### src/rtl/acos_q16.sv
// acos_q16: Q16.16 arccosine. Squares c, takes s = sqrt(1 - c^2) bit-serially,
// then runs CORDIC vectoring on (c, s) and keeps only the angle accumulator.
//
// state  | meaning
// IDLE   | waiting for start, last result held on xita
// SQ     | radicand {1 - c^2, 16'h0} formed from the squared operand
// SQRT   | restoring square root, two radicand bits per cycle
// PRE    | load CORDIC vector, pre-rotate by pi/2 when c < 0
// CORDIC | vectoring iterations, angle accumulated in z
// DONE   | clamp angle, post result and warn
`timescale 1ns/1ps

module acos_q16 #(
  parameter int ITERS = 16
) (
  input  logic        clk,
  input  logic        rst_n,
  input  logic        start,
  input  logic [31:0] cos_in,
  output logic        busy,
  output logic        valid,
  output logic [31:0] xita,
  output logic        warn
);

  localparam logic [31:0] ONE     = 32'h0001_0000;
  localparam logic [31:0] M_ONE   = 32'hFFFF_0000;
  localparam logic [31:0] HALF_PI = 32'h0001_921F;
  localparam logic [31:0] PI      = 32'h0003_243F;

  typedef enum logic [2:0] {IDLE, SQ, SQRT, PRE, CORDIC, DONE} state_t;

  state_t             state;
  logic signed [31:0] c;
  logic               warn_r;
  logic [47:0]        rad;
  logic [25:0]        rem;
  logic [23:0]        root;
  logic signed [33:0] x;
  logic signed [33:0] y;
  logic [31:0]        z;
  logic [4:0]         cnt;

  logic [31:0] c_clamp;
  logic        clamp_hit;

  always_comb begin
    c_clamp   = cos_in;
    clamp_hit = 1'b0;
    if ($signed(cos_in) > $signed(ONE)) begin
      c_clamp   = ONE;
      clamp_hit = 1'b1;
    end else if ($signed(cos_in) < $signed(M_ONE)) begin
      c_clamp   = M_ONE;
      clamp_hit = 1'b1;
    end
  end

  // {1 - c2, 16'h0}: the low product bits are dropped, which truncates c2
  logic signed [47:0] c48;
  logic signed [47:0] p48;
  logic [47:0]        rad_init;

  assign c48      = {{16{c[31]}}, c};
  assign p48      = c48 * c48;
  assign rad_init = {ONE, 16'h0000} - (p48 & 48'hFFFF_FFFF_0000);

  logic [27:0] rem_sh;
  logic [27:0] trial;
  logic        fits;

  assign rem_sh = {rem, rad[47:46]};
  assign trial  = rem_sh - {2'b00, root, 2'b01};
  assign fits   = ~trial[27] & ~trial[26];

  logic [4:0]         idx;
  logic signed [33:0] x_sh;
  logic signed [33:0] y_sh;
  logic signed [33:0] c34;
  logic signed [33:0] s34;
  logic [31:0]        atan_v;
  logic [31:0]        z_sat;

  assign idx  = 5'(ITERS - 1) - cnt;
  assign x_sh = x >>> idx;
  assign y_sh = y >>> idx;
  assign c34  = {{2{c[31]}}, c};
  assign s34  = {10'b0, root};

  always_comb begin
    atan_v = 32'h0;
    case (idx)
      5'd0:  atan_v = 32'h0000_C910;
      5'd1:  atan_v = 32'h0000_76B2;
      5'd2:  atan_v = 32'h0000_3EB7;
      5'd3:  atan_v = 32'h0000_1FD6;
      5'd4:  atan_v = 32'h0000_0FFB;
      5'd5:  atan_v = 32'h0000_07FF;
      5'd6:  atan_v = 32'h0000_0400;
      5'd7:  atan_v = 32'h0000_0200;
      5'd8:  atan_v = 32'h0000_0100;
      5'd9:  atan_v = 32'h0000_0080;
      5'd10: atan_v = 32'h0000_0040;
      5'd11: atan_v = 32'h0000_0020;
      5'd12: atan_v = 32'h0000_0010;
      5'd13: atan_v = 32'h0000_0008;
      5'd14: atan_v = 32'h0000_0004;
      5'd15: atan_v = 32'h0000_0002;
      5'd16: atan_v = 32'h0000_0001;
      default: atan_v = 32'h0;
    endcase
  end

  always_comb begin
    z_sat = z;
    if (z[31])
      z_sat = 32'h0;
    else if (z > PI)
      z_sat = PI;
  end

  always_ff @(negedge clk or negedge rst_n) begin
    if (!rst_n) begin
      state  <= IDLE;
      c      <= '0;
      warn_r <= 1'b0;
      rad    <= '0;
      rem    <= '0;
      root   <= '0;
      x      <= '0;
      y      <= '0;
      z      <= '0;
      cnt    <= '0;
      busy   <= 1'b0;
      valid  <= 1'b0;
      warn   <= 1'b0;
      xita   <= '0;
    end else begin
      case (state)
        IDLE: begin
          if (start) begin
            c      <= c_clamp;
            warn_r <= clamp_hit;
            rem    <= '0;
            root   <= '0;
            busy   <= 1'b1;
            valid  <= 1'b0;
            state  <= SQ;
          end
        end
        SQ: begin
          rad   <= rad_init;
          cnt   <= 5'd23;
          state <= SQRT;
        end
        SQRT: begin
          rad <= {rad[45:0], 2'b00};
          if (fits) begin
            rem  <= trial[25:0];
            root <= {root[22:0], 1'b1};
          end else begin
            rem  <= rem_sh[25:0];
            root <= {root[22:0], 1'b0};
          end
          if (cnt == 5'd0)
            state <= PRE;
          else
            cnt <= cnt - 5'd1;
        end
        PRE: begin
          // negative c: rotate (c, s) by -pi/2 so vectoring stays in the right half plane
          if (!c[31]) begin
            x <= c34;
            y <= s34;
            z <= 32'h0;
          end else begin
            x <= s34;
            y <= -c34;
            z <= HALF_PI;
          end
          cnt   <= 5'(ITERS - 1);
          state <= CORDIC;
        end
        CORDIC: begin
          if (!y[33]) begin
            x <= x + y_sh;
            y <= y - x_sh;
            z <= z + atan_v;
          end else begin
            x <= x - y_sh;
            y <= y + x_sh;
            z <= z - atan_v;
          end
          if (cnt == 5'd0)
            state <= DONE;
          else
            cnt <= cnt - 5'd1;
        end
        DONE: begin
          xita  <= z_sat;
          warn  <= warn_r;
          valid <= 1'b1;
          busy  <= 1'b0;
          state <= IDLE;
        end
        default: state <= IDLE;
      endcase
    end
  end

endmodule

### config.mk
export PLATFORM = sky130hd
export DESIGN_NAME = acos_q16
export DESIGN_NICKNAME = d
export VERILOG_FILES = /design/src/rtl/acos_q16.sv
export SDC_FILE = /design/constraint.sdc
export NUM_CORES = 2
export LEC_CHECK = 0
export CORE_MARGIN = 1
export CORE_UTILIZATION = 60
export DETAILED_ROUTE_END_ITERATION = 7
export PLACE_DENSITY = 0.86
export REMOVE_ABC_BUFFERS = 1
export SYNTH_ARGS = -nofsm -noshare
export SYNTH_HDL_FRONTEND = slang
export SYNTH_SLANG_ARGS = --single-unit
### constraint.sdc
create_clock -name clk -period 10.99 [get_ports clk]
set_clock_uncertainty 0.05 [all_clocks]
set_input_delay 1.099 -clock clk [delete_from_list [all_inputs] [get_ports clk]]
set_output_delay 1.099 -clock clk [all_outputs]
set_load 0.01 [all_outputs]
After elaboration in Yosys (flattened, before gate mapping)
Memories as Yosys holds them, arrays and structs flattened.
Index checks and enable logic that the tools add are counted.
{ "totals": {"reg_bits": 274, "rom_bits": 512, "out_inout_bits": 35, "n_memories": 1} }
{ "op_classes": {"addsub": 11, "n_mul": 1, "n_lt_le_gt_ge": 3, "n_eq_ne": 9, "n_shift": 2, "muxes": 32, "bitwise_logic": 3, "reduce_logical": 13} }
{ "memory_table": {"columns": ["memory", "words", "word_bits", "read_ports", "rd_clocked_by_memory_dff", "wr", "line", "source"], "rows": [
  ["(name not given)", 32, 16, 1, 0, 0, "92", "case (idx)"]
]} }
{ "ops": {"columns": ["operator", "count"], "rows": [
  ["case mux 34 bit (2 select lines)", 2],
  ["two-way mux 34 bit", 3],
  ["two-way mux 32 bit", 3],
  ["case mux 48 bit (2 select lines)", 1],
  ["two-way mux 31 bit", 3],
  ["adder 34 bit", 2],
  [">>> shifter 34 x 5 -> 34 bit", 2],
  ["subtractor 34 bit", 2],
  ["> comparator 32 x 18 -> 1 bit (second input constant)", 2],
  ["case mux 32 bit (2 select lines)", 1],
  ["two-way mux 26 bit", 2],
  ["case mux 26 bit (2 select lines)", 1],
  ["multiplier 32 x 32 -> 48 bit", 1],
  ["case mux 24 bit (2 select lines)", 1],
  ["subtractor 33 x 48 -> 48 bit (first input constant)", 1],
  ["negation 32 -> 34 bit", 1],
  ["adder 32 bit", 1],
  ["less-than comparator 32 x 17 -> 1 bit (second input constant)", 1],
  ["subtractor 32 bit", 1],
  ["subtractor 28 x 26 -> 28 bit", 1],
  ["two-way mux 24 bit", 1],
  ["two-way mux 17 bit", 1],
  ["case mux 3 bit (5 select lines)", 1],
  ["case mux 5 bit (3 select lines)", 1],
  ["19 further kinds", 38]
]} }

Logic depth before layout (Yosys ltp)
{ "logic_depth": {"word_depth": 5, "mapped_depth": 34, "depth_no_buf": 30} }

==> impl_metrics.yaml <==
setup_path:
  path_max_fanout: 20
  start_kind: "flip-flop"
  critPathKind: "reg2reg"
  worstReg2RegStart: "c[3]$_DFFE_NN0P_"
  arrival_ns: 16.02
  crit_path_start: "c[3]$_DFFE_NN0P_"
  cp.required_ns: 16.83
  r2r-end: "rad[45]$_DFFE_NN0N_"
  rrSetupSlack_ns: 0.81
  worstSetupEndpointType: "flip-flop"
  r2r_cells: 26
flow_run:
  cap_viol_max_count: 0
global_route:
  antenna_found_initial: 6
  grt_use_met3_pct: 8.346
  grt_pass1_wl_um: 227300
  grt_pass1_vias: 41610
  overflow: 0
  grt.busiest_layer: "met2"
  met2_usage_pct: 54.79
  use_met1_pct: 46.07
  grt_max_degree: 103
  grt_usage_pct: 35.17
yosys:
  synth_edf_count: 0
  synthArstFlopShare_pct: 100.0
  synth_seq_cells: 257
  ys_warn_count: 0
  yosysUniqueCellTypes: 92
  syn_area_per_cell_um2: 8.948
  synth-seq-area-share_pct: 12.99
  synth.cell_area_um2: 49500
  synth_ff_type: "dfrtn_1"
  postSynthCellCount: 5532
clock_network:
  cts_max_level: 2
  clk_pin_slew_ns: 0.06
  postCtsSetupBuffers: 0
  numCtsBuffers: 35
  cts-root-buf: "clkbuf_16"
  clkSinkCount: 257
  clock_latency_ns: 0.58
  cts_tree: "done"
  cts_hold_buf: 0
  post_cts_resized: 0
  clk_path_buf_depth: 3
worst_hold_path:
  whs_path_depth: 1
  hp-start: "warn_r$_DFFE_NN0P_"
  hold-path-endpoint: "warn_r$_DFFE_NN0P_"
  hold_path_class: "reg2reg"
routing:
  totalWireLength_um: 143000
  wl_per_cell_um: 21.93
  viasPerCell: 6.284
  first_pass_iters: 8
  ant_nets: 0
  num_vias: 40960
  drt_iter0_drc: 4161
  post-route-drc-count: 3
cells_and_area:
  fin_nets: 6545
  regArea_um2: 6431
  diodes: 0
  final_cells: 6518
  layout-drive-gt1-share_pct: 5.845
  nFillCells: 6455
  multiInputGateArea_um2: 38310
  syn_to_final_growth_pct: 5.482
placement:
  dp_hpwl_um: 111000
  portBuffers: 68
  gp_congestion: 0.9940
  dp.cells: 6455
die:
  ios: 70
  core_area_um2: 81070
  die_height_um: 289.2
  die_area_um2: 83650
  dieWidth_um: 289.2
  fp-row-count: 104
  start_util_pct: 61.06
timing:
  setup-tns-final_ns: 0
  finalSetupViolations: 0
  slew_viol_final: 0
  timing.final.crit_share_pct: 92.60
  rsz0062_at_grt: "false"
  maxSlewHeadroom_pct: 20.87
  timing.fmax_mhz: 98.26
  post-route-min-period_ns: 10.18
  worst_slew_pin_slew_ns: 1.186
  hold_viol: 0
status:
  status: "complete, but fails checks"
  violations: "DRC"
## worst max path at each step
stage | slack [ns] | endpoint
after global routing | 0.41 | rad[47]$_DFFE_NN0N_
after detailed placement | 1.01 | rad[45]$_DFFE_NN0N_
after CTS | 1.00 | rad[45]$_DFFE_NN0N_
final | 0.81 | rad[45]$_DFFE_NN0N_
after floorplan | 0.85 | rad[45]$_DFFE_NN0N_
after global placement | 1.31 | rad[45]$_DFFE_NN0N_
## cell families (layout without fill, tap and decap cells)
kind of cell,after synthesis,count (layout),share of synthesized area [%]
multiplexers,162,162,5.556
other,1,1,0.007576
flip-flops,257,257,12.99
adder cells (fa/ha/maj),1078,1078,39.02
XOR/XNOR,264,264,4.671
AND/OR/NAND/NOR,1426,1426,13.73
AO/OA/AOI/OAI,1090,1090,14.30
buffers and inverters,1254,1180,9.727
## worst max-delay path, stage by stage, from the launching register on
cell and delay (ns):
dfrtn_1 1.12, and2_1 0.37, inv_1 0.09, fa_1 0.48
fa_1 0.52, inv_1 0.05, fa_1 0.50, inv_1 0.05
fa_1 0.54, inv_1 0.06, fa_1 0.50, fa_1 0.59
fa_1 0.43, fa_1 0.45, ha_1 0.46, and2_1 0.27
nand3_1 0.16, or3_1 0.37, a31oi_1 0.40, nor4_1 0.12
o31ai_1 0.46, mux2i_1 0.41, nand2_1 0.16, nand4b_1 0.44
or4_1 0.60, a21oi_1 0.22, o211ai_2 0.11
## per-stage QoR
step	worst slack [ns]	hold WS (ns)	cell area [µm²]	util, %
floorplan	0.8460	0.3564	48320	-
global placement	1.310	0.3764	51020	62.94
detailed placement	1.011	0.3768	51020	62.94
CTS	1.004	0.3767	52210	64.41
global route	0.4119	0.3942	52210	64.41
finish	0.8132	0.3742	52210	64.41
## layout by cell type, fill, tap and decap left out, drive strengths merged, types with 14 or more instances in the layout
cell type / count
a221o: 19
and2: 201
clkdlybuf4s50: 67
clkbuf: 45
nand4: 22
inv: 964
buf: 83
or2: 18
mux4: 87
a31o: 14
a22oi: 33
a31oi: 35
xor2: 112
nand3: 55
o21a: 41
o31ai: 43
dfrtn: 257
fa: 776
mux2: 32
nand2: 579
a22o: 16
o21ai: 248
a21oi: 276
mux2i: 43
o22ai: 34
or3: 24
xnor2: 152
nor4: 39
nor2b: 41
nand2b: 37
a211oi: 34
and3: 28
clkinv: 16
o211ai: 73
ha: 302
a21o: 87
nor2: 266
nor3: 66
## metal layers
layer / routed length, µm / part of all wire [%] / up-vias
met3: 15930 / 11 / 529
met1: 54000 / 38 / 20240
met2: 64620 / 45 / 2222
met4: 8365 / 5.9 / 8
li1: - / - / 17960
met5: 55 / 0.038 / -
## state kept, by name, summed over array words and instances (netlist names)
| register | cells |
|---|---|
| cnt | 5 |
| warn | 1 |
| y | 34 |
| rad | 32 |
| rem | 26 |
| valid | 1 |
| busy | 1 |
| root | 24 |
| state | 3 |
| xita | 31 |
| c | 32 |
| x | 34 |
| warn_r | 1 |
| z | 32 |
## synthesized netlist by cell type (all sizes together) (24+ instances only)
cell type | number | area share, %
and3 | 28 | 0.35
o22ai | 34 | 0.43
nand2b | 37 | 0.47
nand3 | 55 | 0.56
buf | 71 | 0.74
dfrtn | 257 | 13
clkbuf | 215 | 1.6
o211ai | 73 | 1.1
a21o | 87 | 1.3
mux2i | 43 | 0.87
a211oi | 34 | 0.52
nand2 | 579 | 4.4
mux2 | 32 | 0.73
nor4 | 39 | 0.55
o21ai | 248 | 2.5
a22oi | 33 | 0.50
nor2 | 266 | 2.0
xnor2 | 152 | 2.7
ha | 302 | 7.6
xor2 | 112 | 2.0
o31ai | 43 | 0.65
and2 | 201 | 2.5
a21oi | 276 | 2.8
o21a | 41 | 0.62
nor3 | 66 | 0.68
a31oi | 35 | 0.44
fa | 776 | 31
inv | 961 | 7.3
mux4 | 87 | 4.0
or3 | 24 | 0.30
nor2b | 41 | 0.52
## layout make-up
type,instances,share of cell area [%]
inverter,967,6.952
clock inverter,18,0.3403
clock buffer,45,1.946
tap,1060,2.540
sequential,257,12.32
timing repair buffer,150,2.540
multi-input combinational,4021,73.37
Power is left out: the tool's default activity adds up to more than one toggle a clock period on the data nets, which glitch-free logic cannot reach.
